<file path="config.mk">
export PLATFORM = sky130hd
export DESIGN_NAME = fifo_sync_param
export DESIGN_NICKNAME = d
export VERILOG_FILES = /design/src/rtl/fifo_sync_param.sv
export SDC_FILE = /design/constraint.sdc
export NUM_CORES = 1
export LEC_CHECK = 0
export CAP_MARGIN = 25
export CORE_MARGIN = 1.5
export CORE_UTILIZATION = 56
export DETAILED_ROUTE_END_ITERATION = 8
export PLACE_DENSITY_LB_ADDON = 0.1
export SYNTH_ARGS = -nofsm -noshare
export SYNTH_HDL_FRONTEND = slang
export SYNTH_SLANG_ARGS = --single-unit
</file>
<file path="constraint.sdc">
create_clock -name clk -period 4.5 [get_ports clk]
set_input_delay 1.35 -clock clk [delete_from_list [all_inputs] [get_ports clk]]
set_output_delay 1.35 -clock clk [all_outputs]
set_load 0.1 [all_outputs]
</file>
<file path="src/rtl/fifo_sync_param.sv">
// fifo_sync_param
//   Single-clock FIFO with arbitrary depth, programmable almost-full /
//   almost-empty thresholds, an occupancy count and a selectable
//   first-word-fall-through read mode.
//
// Ports
//   clk          clock; all state updates on the rising edge
//   rst          synchronous reset, active-high (stored words are discarded)
//   wr_en        write request
//   data_in      write data
//   rd_en        read request (FWFT: pop of the head word)
//   data_out     read data (registered in standard mode, head word in FWFT)
//   full         count == FIFO_DEPTH
//   empty        count == 0
//   almostfull   count >= AF_THR
//   almostempty  count <= AE_THR
//   count        current occupancy
//   wr_ack       one-cycle pulse: previous-cycle write accepted
//   overflow     one-cycle pulse: previous-cycle write rejected
//   underflow    one-cycle pulse: previous-cycle read rejected
module fifo_sync_param #(
  parameter int unsigned FIFO_WIDTH = 16,
  parameter int unsigned FIFO_DEPTH = 8,
  parameter int unsigned AF_THR     = FIFO_DEPTH - 1,
  parameter int unsigned AE_THR     = 1,
  parameter int unsigned FWFT       = 0
) (
  input  logic                            clk,
  input  logic                            rst,
  input  logic                            wr_en,
  input  logic [FIFO_WIDTH-1:0]           data_in,
  input  logic                            rd_en,
  output logic [FIFO_WIDTH-1:0]           data_out,
  output logic                            full,
  output logic                            empty,
  output logic                            almostfull,
  output logic                            almostempty,
  output logic [$clog2(FIFO_DEPTH+1)-1:0] count,
  output logic                            wr_ack,
  output logic                            overflow,
  output logic                            underflow
);

  localparam int unsigned PTR_W = $clog2(FIFO_DEPTH);
  localparam int unsigned CNT_W = $clog2(FIFO_DEPTH + 1);

  localparam logic [PTR_W-1:0] PTR_LAST = PTR_W'(FIFO_DEPTH - 1);
  localparam logic [CNT_W-1:0] CNT_FULL = CNT_W'(FIFO_DEPTH);
  localparam logic [CNT_W-1:0] AF_LVL   = CNT_W'(AF_THR);
  localparam logic [CNT_W-1:0] AE_LVL   = CNT_W'(AE_THR);

  logic [FIFO_WIDTH-1:0] mem [FIFO_DEPTH];
  logic [PTR_W-1:0]      wr_ptr;
  logic [PTR_W-1:0]      rd_ptr;
  logic                  wr_ok;
  logic                  rd_ok;

  // Depth need not be a power of two, so wrap by compare.
  function automatic logic [PTR_W-1:0] ptr_inc(input logic [PTR_W-1:0] p);
    return (p == PTR_LAST) ? '0 : p + PTR_W'(1);
  endfunction

  // Status flags decode from the registered count.
  always_comb begin
    full        = (count == CNT_FULL);
    empty       = (count == '0);
    almostfull  = (count >= AF_LVL);
    almostempty = (count <= AE_LVL);
  end

  // A read never succeeds on an empty FIFO, so a same-cycle write is not
  // bypassed. A full FIFO accepts a write when the read frees a slot.
  always_comb begin
    rd_ok = rd_en && !empty;
    wr_ok = wr_en && (!full || rd_ok);
  end

  // Storage is not reset; reset only blocks the write in that cycle.
  always_ff @(posedge clk) begin
    if (!rst && wr_ok) begin
      mem[wr_ptr] <= data_in;
    end
  end

  always_ff @(posedge clk) begin
    if (rst) begin
      wr_ptr    <= '0;
      rd_ptr    <= '0;
      count     <= '0;
      wr_ack    <= 1'b0;
      overflow  <= 1'b0;
      underflow <= 1'b0;
    end else begin
      if (wr_ok) begin
        wr_ptr <= ptr_inc(wr_ptr);
      end
      if (rd_ok) begin
        rd_ptr <= ptr_inc(rd_ptr);
      end
      case ({wr_ok, rd_ok})
        2'b10:   count <= count + CNT_W'(1);
        2'b01:   count <= count - CNT_W'(1);
        default: count <= count;
      endcase
      wr_ack    <= wr_ok;
      overflow  <= wr_en && !wr_ok;
      underflow <= rd_en && !rd_ok;
    end
  end

  generate
    if (FWFT == 0) begin : g_std_read
      always_ff @(posedge clk) begin
        if (rst) begin
          data_out <= '0;
        end else if (rd_ok) begin
          data_out <= mem[rd_ptr];
        end
      end
    end else begin : g_fwft_read
      // Head word is presented directly; forced to zero while empty.
      always_comb begin
        data_out = '0;
        if (!empty) begin
          data_out = mem[rd_ptr];
        end
      end
    end
  endgenerate

endmodule

</file>
; ---- Word level (Yosys, flattened, before mapping)
; Memory sizes are Yosys's and may differ from the RTL's. A register that Yosys moved wholly into a read port is not among the register bits.
; Cells that the tools add are included.
[totals]
regBits = 13
ram_bits = 128
in_bits = 20
output_inout_bits = 27
elab_cells = 36
mem_count = 1
[mem_list]
columns = memory, depth, word_bits, rd, rd_clocked_by_memory_dff, write_ports, line_no
row1 = mem, 8, 16, 1, 1, 1, 52  ; logic [FIFO_WIDTH-1:0] mem [FIFO_DEPTH];
[classes]
n_addsub = 4
magnitude_cmp = 2
n_eq_ne = 5
muxes = 5
reduce_logical = 13
[op_table]
columns = cell, n
row1 = one-hot mux 4 bit (2 select lines), 1
row2 = adder 3 x 1 -> 3 bit (second input constant), 2
row3 = equality test 3 bit (second input constant), 2
row4 = two-way mux 3 bit, 2
row5 = logical AND 1 bit, 5
row6 = logical NOT 1 bit, 5
row7 = adder 4 x 1 -> 4 bit (second input constant), 1
row8 = equality test 4 bit (second input constant), 1
row9 = greater-or-equal comparator 4 x 3 -> 1 bit (second input constant), 1
row10 = <= comparator 4 x 1 -> 1 bit (second input constant), 1
row11 = logical NOT 4 bit, 1
row12 = subtractor 4 x 1 -> 4 bit (second input constant), 1
row13 = equality test 2 x 1 -> 1 bit (second input constant), 1
row14 = equality test 2 bit (second input constant), 1
row15 = two-way mux 1 bit, 2
row16 = nonzero test 2 bit, 1
row17 = logical OR 1 bit, 1

; ---- Logic depth before layout (Yosys ltp)
; Gate-level depths: netlist of the first run.
[logic_depth]
word_depth = 8
mapped_depth = 7
depth_no_buf = 7

; ---- Worst setup path after synthesis of the first run
; OpenSTA, ideal clock, no wires.
[synth_timing]
path_kind = register to output
startpoint = register count[0]
endpoint = output almostempty
t_arrival_ns = 3.347
required_time_ns = 3.150
slack_ns = -0.197
path_stages_with_launch = 4
path_buffers = 0
path_cell_list = dfxtp_1 > ha_1 > nor2_1 > nor3_1
[synth_between]
elab_chain_len = 1
[synth_lines]
columns = item, line_no
row1 = "start, declared", 38  ; output logic [$clog2(FIFO_DEPTH+1)-1:0] count,
row2 = "start signal, assigned", 101  ; 2'b10: count <= count + CNT_W'(1);
row3 = "start signal, assigned", 102  ; 2'b01: count <= count - CNT_W'(1);
row4 = "start signal, assigned", 103  ; default: count <= count;
row5 = <= comparator 4 x 1 -> 1 bit, 68  ; almostempty = (count <= AE_LVL);
row6 = "end, declared", 37  ; output logic almostempty,
; Every way passes these cells.

; ---- Worst setup path after layout of the first run
; Same ends and word-level chain as after synthesis.

==> results.toml, run 1 <==
[logic_synthesis]
netlist.area_leader.share_pct = 62.73
synth_cells = 379
yosys_warnings = 0
post-synth-top-count-cell = "edfxtp_1"
postSynth.asyncResetShare_pct = 0
synth_seq_cells = 157
synthTopCellsByArea = "edfxtp_1 63%, mux2i_1 11%, dfxtp_1 9.5%"
synth_ff_type = "edfxtp_1"
syn_nets = 407
synth_edf_count = 128
mappedNetlistArea_um2 = 6127
postSynthAreaPerCell_um2 = 16.17
ys_types = 35
synth_commonest_cells = "128 x edfxtp_1, 66 x mux2i_1, 32 x a22oi_1, 29 x dfxtp_1, 16 x a32o_1"
synth_top_area_cell = "edfxtp_1"
yosysSeqAreaShare_pct = 72.21

[die]
core_area_um2 = 10750
fp-row-count = 38
dieArea_um2 = 11580
ios = 47
die_y_um = 107.6
fp.dieW_um = 107.6
start_util_pct = 57.02

[final_layout]
nets = 467
antenna_cells = 0
fillerInstances = 769
regArea_um2 = 4428
layout-drive-gt1-share_pct = 12.61
multi_input_area_um2 = 1607
area_growth_syn_to_layout_pct = 21.40

[detailed_routing]
drc = 0
drt-pass1-iter-count = 7
vias_per_cell = 5.818
routed_wl_um = 11940
dr.first_iter.drc_count = 230
ant_nets = 0
vias = 3444
wire_per_inst_um = 20.17

[cts]
cts_buffers = 17
clk_latency_ns = 0.53
post_cts_buffers = 0
cts.sinks = 157
clockBufferDepth = 2
clk_pin_slew_ns = 0.06
cts_hold_buffers = 0
root_buffer = "clkbuf_8"
cts_resized = 0
tritoncts = "done"
h-tree-depth = 4

[power_and_ir_drop]
p_leak_nw = 2.475
power_density_nw_per_um2 = 558.9
ir_drop_mv = 0.4485

[critical_path]
worstSetupPathType = "reg2out"
crit_start = "count[0]$_SDFFE_PP0P_"
end_kind = "output port"
crit_fanout = 7
rr_startpoint = "count[0]$_SDFFE_PP0P_"
worstPathArrival_ns = 2.50
cp-start-kind = "flop"
crit_required_ns = 3.15

[grt]
antenna_found_initial = 0
grt_overflow = 0
grt_pass1_wl_um = 18890
grt_max_degree = 38
first_global_vias = 3477
grt_use_total_pct = 22.63

[sta]
setup-tns-final_ns = 0
rsz0062_at_grt = "false"
fin_ws_ns = 0.6544
post-route-min-period_ns = 3.846
setup_viol = 0
worstMarginPinSlew_ns = 0.9773
max_freq_ghz = 0.2600
hold_viol_final = 0
timing.hold.ws_ns = 0.4650
skew_ns = 0.01028
slew_headroom_pct = 34.64
finalMaxSlewViolations = 0
period_share_pct = 85.46

[min_path]
min_path_type = "reg2reg"
hold_start = "data_out[4]$_SDFFE_PP0P_"

[placed_design]
dp_hpwl_um = 7194
preCtsSetupSlack_ns = 0.9537
port-buffer-count = 46
gp_congestion = 0.8410

[flow_run]
drv_cap = 0

[run_status]
status = "finished clean"
==> routing by layer <==
metal | GRT usage [%] | share of wire [%] | vias up
met5 | 0 | 0 | -
met4 | 8.365 | 1.5 | 0
li1 | - | - | 1613
met3 | 5.569 | 3.8 | 15
met1 | 29.13 | 44 | 1729
met2 | 37.44 | 51 | 87
==> cell families after synthesis <==
group | count (synthesis) | synth area share [%]
buffers and inverters | 27 | 1.858
flip-flops | 157 | 72.21
AND/OR/NAND/NOR | 56 | 4.983
XOR/XNOR | 2 | 0.2859
AO/OA/AOI/OAI | 61 | 7.882
multiplexers | 68 | 11.15
adder cells (fa/ha/maj) | 8 | 1.634
==> registers in the layout (all words and copies together) (netlist names) <==
name	count
mem	128
data_out	16
wr_ack	1
wr_ptr	3
count	4
rd_ptr	3
underflow	1
overflow	1
==> cell usage in the layout, fill, tap and decap left out, types with 4 or more instances in the layout <==
cell type        netlist  final
ha_1                   8      8
clkdlybuf4s50_1        0     44
a32o_1                16     16
inv_1                  4      4
nand2_1               11     11
clkbuf_16              0     16
nor2_1                13     13
a21oi_1                7      7
mux2i_1               66     66
nand2b_1               5      5
buf_4                  0     17
bufinv_16              0      4
edfxtp_1             128    128
dfxtp_1               29     28
a22oi_1               32     32
==> through the flow <==
| stage | utilization (%) | cells | area [um^2] | power, mW |
|---|---|---|---|---|
| final | 69.22 | 592 | 7438 | 4.157 |
| after global routing | 69.22 | 592 | 7438 | 4.306 |
| after CTS | 69.22 | 592 | 7438 | 4.179 |
| after detailed placement | 63.69 | 560 | 6844 | 2.757 |
| after global placement | 63.44 | 559 | 6817 | 2.733 |
| after floorplan | - | 379 | 6132 | 2.507 |
==> layout make-up <==
| class | instances | area share (%) |
|---|---|---|
| Sequential cell | 157 | 59.53 |
| Timing Repair Buffer | 63 | 8.276 |
| Multi-Input combinational cell | 195 | 21.60 |
| Clock inverter | 13 | 2.321 |
| Inverter | 5 | 0.2523 |
| Tap cell | 140 | 2.355 |
| Clock buffer | 19 | 5.669 |
==> worst max-delay path: stages (launching register included) <==
cell	delay, ns
dfxtp_1	0.37
inv_1	0.12
ha_1	0.17
nor2_1	0.06
nor3_2	0.09
clkdlybuf4s50_1	1.15
==> worst paths after layout <==
path                               to  slack, ns  depth (start not counted)
min          data_out[4]$_SDFFE_PP0P_       0.46                          1
max reg2reg       mem[3][1]$_DFFE_PP_       2.16                          6
min reg2reg  data_out[4]$_SDFFE_PP0P_       0.46                          1
max                       almostempty       0.65                          5
==> report_power, final <==
group | total (mW) | leakage, nW | switching [mW] | internal (mW)
combinational | 1.01 | 0.800 | 0.686 | 0.319
clock | 1.43 | 0.280 | 0.539 | 0.893
sequential | 1.72 | 1.39 | 0.0831 | 1.64
No activity file was read; power rests on OpenSTA's default activity.
==> run 2, diff against run 1 <==
--- a/config.mk
+++ b/config.mk
@@ -5,10 +5,12 @@
 export SDC_FILE = /design/constraint.sdc
 export NUM_CORES = 1
 export LEC_CHECK = 0
+export ABC_CLOCK_PERIOD_IN_PS = 4500
 export CAP_MARGIN = 25
 export CORE_MARGIN = 1.5
 export CORE_UTILIZATION = 56
 export DETAILED_ROUTE_END_ITERATION = 8
+export GPL_TIMING_DRIVEN = 0
 export PLACE_DENSITY_LB_ADDON = 0.1
 export SYNTH_ARGS = -nofsm -noshare
 export SYNTH_HDL_FRONTEND = slang
==> run 2 against run 1 <==
  * Die area did not move
  * Combinational power rose by 6%
  * Total power decreased by 1.2%
  * Global-route usage grew 1.3 points
  * Fmax is 9.0% lower
  * Critical path type unchanged
  * Largest cell class unchanged
  * Largest power group unchanged
  * Highest routed layer unchanged
==> results.toml, run 2 (synthesis results as in run 1) <==
[die]
fp-row-count = 38
core_area_um2 = 10750
ios = 47
fp.dieW_um = 107.6
dieArea_um2 = 11580
start_util_pct = 57.02
die_y_um = 107.6

[final_layout]
final_core_util_pct = 69.80
area_growth_syn_to_layout_pct = 22.40
regMostFlops = "mem"
nets = 480
largest_reg_flops = 128
antenna_cells = 0
top_regs = "mem x128, data_out x16, count x4"
final_cell_mix = "128 x edfxtp_1, 66 x mux2i_1, 44 x clkdlybuf4s50_1"
final_cells = 605
final_area_um2 = 7500
final_common_cell = "edfxtp_1"
layout-drive-gt1-share_pct = 14.19

[critical_path]
crit_required_ns = 3.15
crit_fanout = 7
critPathSlowestCell = "clkdlybuf4s50_1"
cp-start-kind = "flop"
worstPathArrival_ns = 2.88
cpPeakStageDelay_ns = 1.13
crit_chain = "inv_1, ha_1, or3b_4, inv_2, clkdlybuf4s50_1"
end_kind = "output port"
r2r_cells = 7
worstSetupPathType = "reg2out"

[cts]
clk_pin_slew_ns = 0.06
cts_resized = 0
h-tree-depth = 4
root_buffer = "clkbuf_8"
cts_buffers = 17
clk_latency_ns = 0.52
tritoncts = "done"
post_cts_buffers = 0
cts.sinks = 157
clockBufferDepth = 2
cts_hold_buffers = 0

[detailed_routing]
routed_wl_um = 12830
vias = 3573
dr.first_iter.drc_count = 222
vias_per_cell = 5.906
wire_per_inst_um = 21.20
ant_nets = 0
drc = 0
drt-pass1-iter-count = 4

[sta]
finalMaxSlewViolations = 0
slew_headroom_pct = 34.08
skew_ns = 0.007243
setup_viol = 0
max_freq_ghz = 0.2366
post-route-min-period_ns = 4.227
worstMarginPinSlew_ns = 0.9858
rsz0062_at_grt = "false"
setup-tns-final_ns = 0
period_share_pct = 93.93
hold_viol_final = 0

[placed_design]
port-buffer-count = 44
dp_hpwl_um = 8171
placed_area_um2 = 6925
gp_congestion = 0.7966
dp.cells = 573

[grt]
grt_max_degree = 17
first_global_vias = 3613
use_met2_pct = 39.35
grtUsageMet3_pct = 5.690
grt_use_total_pct = 23.89
grt.busiest_layer = "met2"
use_met1_pct = 31.52
antenna_found_initial = 0
grt_pass1_wl_um = 19890
grt_overflow = 0

[min_path]
holdPathStages = 1
min_path_type = "reg2reg"

[power_and_ir_drop]
power_density_nw_per_um2 = 547.9
p_leak_nw = 2.510
fin_total_pwr_mw = 4.109
ir_drop_mv = 0.3668

[run_status]
status = "finished clean"

[flow_run]
drv_cap = 0
[run 2: critical path, delay by kind of cell, from the launching register on]
family                     cells  cell delay [ns]
adders and majority gates      1             0.20
and+or+nand+nor                1             0.43
DFF                            1             0.37
buffers and inverters          3             1.36
[run 2: final cells by class]
cell class                      instances  area (um^2)
Buffer                                 22        95.09
Clock buffer                           20        455.4
Clock inverter                         12        118.9
Fill cell                             742         3246
Inverter                                5        18.77
Multi-Input combinational cell        195         1619
Sequential cell                       157         4424
Tap cell                              140        175.2
Timing Repair Buffer                   54        593.1
[run 2: stage by stage]
step           hold WS [ns]  setup slack [ns]
3_5_place_dp         0.4556            0.8003
5_1_grt              0.4896            0.1620
6_report             0.4670            0.2731
3_3_place_gp         0.4538           -0.5881
4_1_cts              0.4698            0.2569
2_1_floorplan        0.4697            0.5815
[run 2: worst paths after layout]
| path | startpoint | endpoint | slack [ns] |
|---|---|---|---|
| max | count[0]$_SDFFE_PP0P_ | empty | 0.27 |
| min | data_out[12]$_SDFFE_PP0P_ | data_out[12]$_SDFFE_PP0P_ | 0.47 |
| max reg2reg | count[0]$_SDFFE_PP0P_ | mem[2][15]$_DFFE_PP_ | 2.01 |
| min reg2reg | data_out[12]$_SDFFE_PP0P_ | data_out[12]$_SDFFE_PP0P_ | 0.47 |
[run 2: per-layer routing]
layer,share of wire (%),up-vias
met4,1.6,0
met5,0,-
met3,4.8,21
li1,-,1639
met2,49,103
met1,44,1810
[run 2: power by group]
| part | leakage (nW) | switching, mW | internal (mW) |
|---|---|---|---|
| registers | 1.39 | 0.0417 | 1.64 |
| clock network | 0.288 | 0.539 | 0.826 |
| logic | 0.830 | 0.746 | 0.319 |
==> run 3, diff against run 2 <==
--- a/config.mk
+++ b/config.mk
@@ -7,11 +7,13 @@
 export LEC_CHECK = 0
 export ABC_CLOCK_PERIOD_IN_PS = 4500
 export CAP_MARGIN = 25
-export CORE_MARGIN = 1.5
+export CORE_MARGIN = 3
 export CORE_UTILIZATION = 56
 export DETAILED_ROUTE_END_ITERATION = 8
 export GPL_TIMING_DRIVEN = 0
 export PLACE_DENSITY_LB_ADDON = 0.1
+export SKIP_LAST_GASP = 1
+export SLEW_MARGIN = 30
 export SYNTH_ARGS = -nofsm -noshare
 export SYNTH_HDL_FRONTEND = slang
 export SYNTH_SLANG_ARGS = --single-unit
==> run 3 against run 2 <==
  * Final area decreased by 1.3%
  * Non-clock buffer count decreased by 4
  * Hold slack improved by 0.0077 ns
  * Sequential power about the same
  * Critical endpoint unchanged
==> results.toml, run 3 (synthesis results as in run 1) <==
[final_layout]
final_core_util_pct = 70.76
final_area_um2 = 7403
fillerInstances = 736
layout-drive-gt1-share_pct = 13.23
final_cell_mix = "128 x edfxtp_1, 66 x mux2i_1, 44 x clkdlybuf4s50_1"
final_common_cell = "edfxtp_1"
largest_reg_flops = 128
nets = 476
regArea_um2 = 4424
multi_input_area_um2 = 1639
area_growth_syn_to_layout_pct = 20.83
top_regs = "mem x128, data_out x16, count x4"
regMostFlops = "mem"
antenna_cells = 0
final_cells = 597

[sta]
timing.hold.ws_ns = 0.4747
skew_ns = 0.006768
setup_viol = 0
max_freq_ghz = 0.2369
slew_headroom_pct = 34.87
rsz0062_at_grt = "false"
post-route-min-period_ns = 4.222
setup-tns-final_ns = 0
fin_ws_ns = 0.2780
worstMarginPinSlew_ns = 0.9739
hold_viol_final = 0
period_share_pct = 93.82
finalMaxSlewViolations = 0

[die]
dieArea_um2 = 12230
core_area_um2 = 10460
die_y_um = 110.6
fp.dieW_um = 110.6
start_util_pct = 58.56
fp-row-count = 37
ios = 47

[power_and_ir_drop]
p_int_mw = 2.741
p_sw_mw = 1.356
power_density_nw_per_um2 = 553.4
ir_drop_mv = 0.4787
fin_total_pwr_mw = 4.097
p_comb_share_pct = 26.1
p_seq_share_pct = 41.0
switching_share_pct = 33.11
p_leak_nw = 2.452
power.share.clock_pct = 32.9

[critical_path]
critPathSlowestCell = "clkdlybuf4s50_1"
rr_startpoint = "count[0]$_SDFFE_PP0P_"
path_buf_inv = 3
worstSetupPathType = "reg2out"
crit_required_ns = 3.15
crit_start = "count[0]$_SDFFE_PP0P_"
worstPathArrival_ns = 2.87
crit_chain = "inv_1, ha_1, or3b_4, inv_2, clkdlybuf4s50_1"
cpPeakStageDelay_ns = 1.13
end_kind = "output port"
critical_path.top_delay_family = "buffers and inverters"
cp-start-kind = "flop"
crit_fanout = 7

[placed_design]
preCtsSetupSlack_ns = 0.5724
gp_congestion = 0.7596
placed_area_um2 = 6840
dp.cells = 565
port-buffer-count = 44
dp_hpwl_um = 8083

[cts]
clockBufferDepth = 2
clk_latency_ns = 0.52
tritoncts = "done"
cts_hold_buffers = 0
cts_buffers = 17
post_cts_buffers = 0
clk_pin_slew_ns = 0.06
root_buffer = "clkbuf_8"
cts_resized = 0
h-tree-depth = 4
cts.sinks = 157

[detailed_routing]
dr.first_iter.drc_count = 274
ant_nets = 0
drc = 0
wire_per_inst_um = 21.78
drt-pass1-iter-count = 5
vias = 3547
routed_wl_um = 13000
vias_per_cell = 5.941

[grt]
first_global_vias = 3666
grt_use_total_pct = 22.08
grt_overflow = 0
grt_max_degree = 17
grt_pass1_wl_um = 20400
antenna_found_initial = 0

[min_path]
min_path_type = "reg2reg"
hold_start = "data_out[2]$_SDFFE_PP0P_"

[run_status]
status = "finished clean"

[flow_run]
drv_cap = 0
[run 3: cell count changes in the layout (fill, tap and decap cells not counted), sizes merged]
cell	delta
buf	-4
clkbuf	-2
clkinv	-1
clkinvlp	+2
inv	+1
[run 3: path summary, 6_finish.rpt]
check,to,slack [ns],cells past startpoint
worst min-delay path,data_out[2]$_SDFFE_PP0P_,0.47,1
worst min register to register,data_out[2]$_SDFFE_PP0P_,0.47,1
worst max register to register,mem[1][6]$_DFFE_PP_,1.76,7
worst max-delay path,empty,0.28,5
[run 3: power by group through the flow]
stage	registers [mW]	clock network, mW	logic, mW
6_report	1.68	1.35	1.07
3_5_place_dp	1.71	0	1.07
3_3_place_gp	1.71	0	1.05
4_1_cts	1.68	1.36	1.07
5_1_grt	1.69	1.42	1.12
2_1_floorplan	2.01	0	0.499
[run 3: layout make-up]
cell class,count,area share [%]
Multi-Input combinational cell,195,22.14
Inverter,5,0.2535
Buffer,22,1.284
Sequential cell,157,59.76
Clock inverter,14,1.960
Tap cell,136,2.298
Clock buffer,18,5.645
Timing Repair Buffer,50,6.659
[run 3: layer usage]
metal  vias to the layer above  track usage, %  share of wire [%]
met5                         -               0                  0
met4                         0           7.471                1.3
met2                       116           35.60                 49
li1                       1630               -                  -
met1                      1783           29.67                 45
met3                        18           5.260                5.3
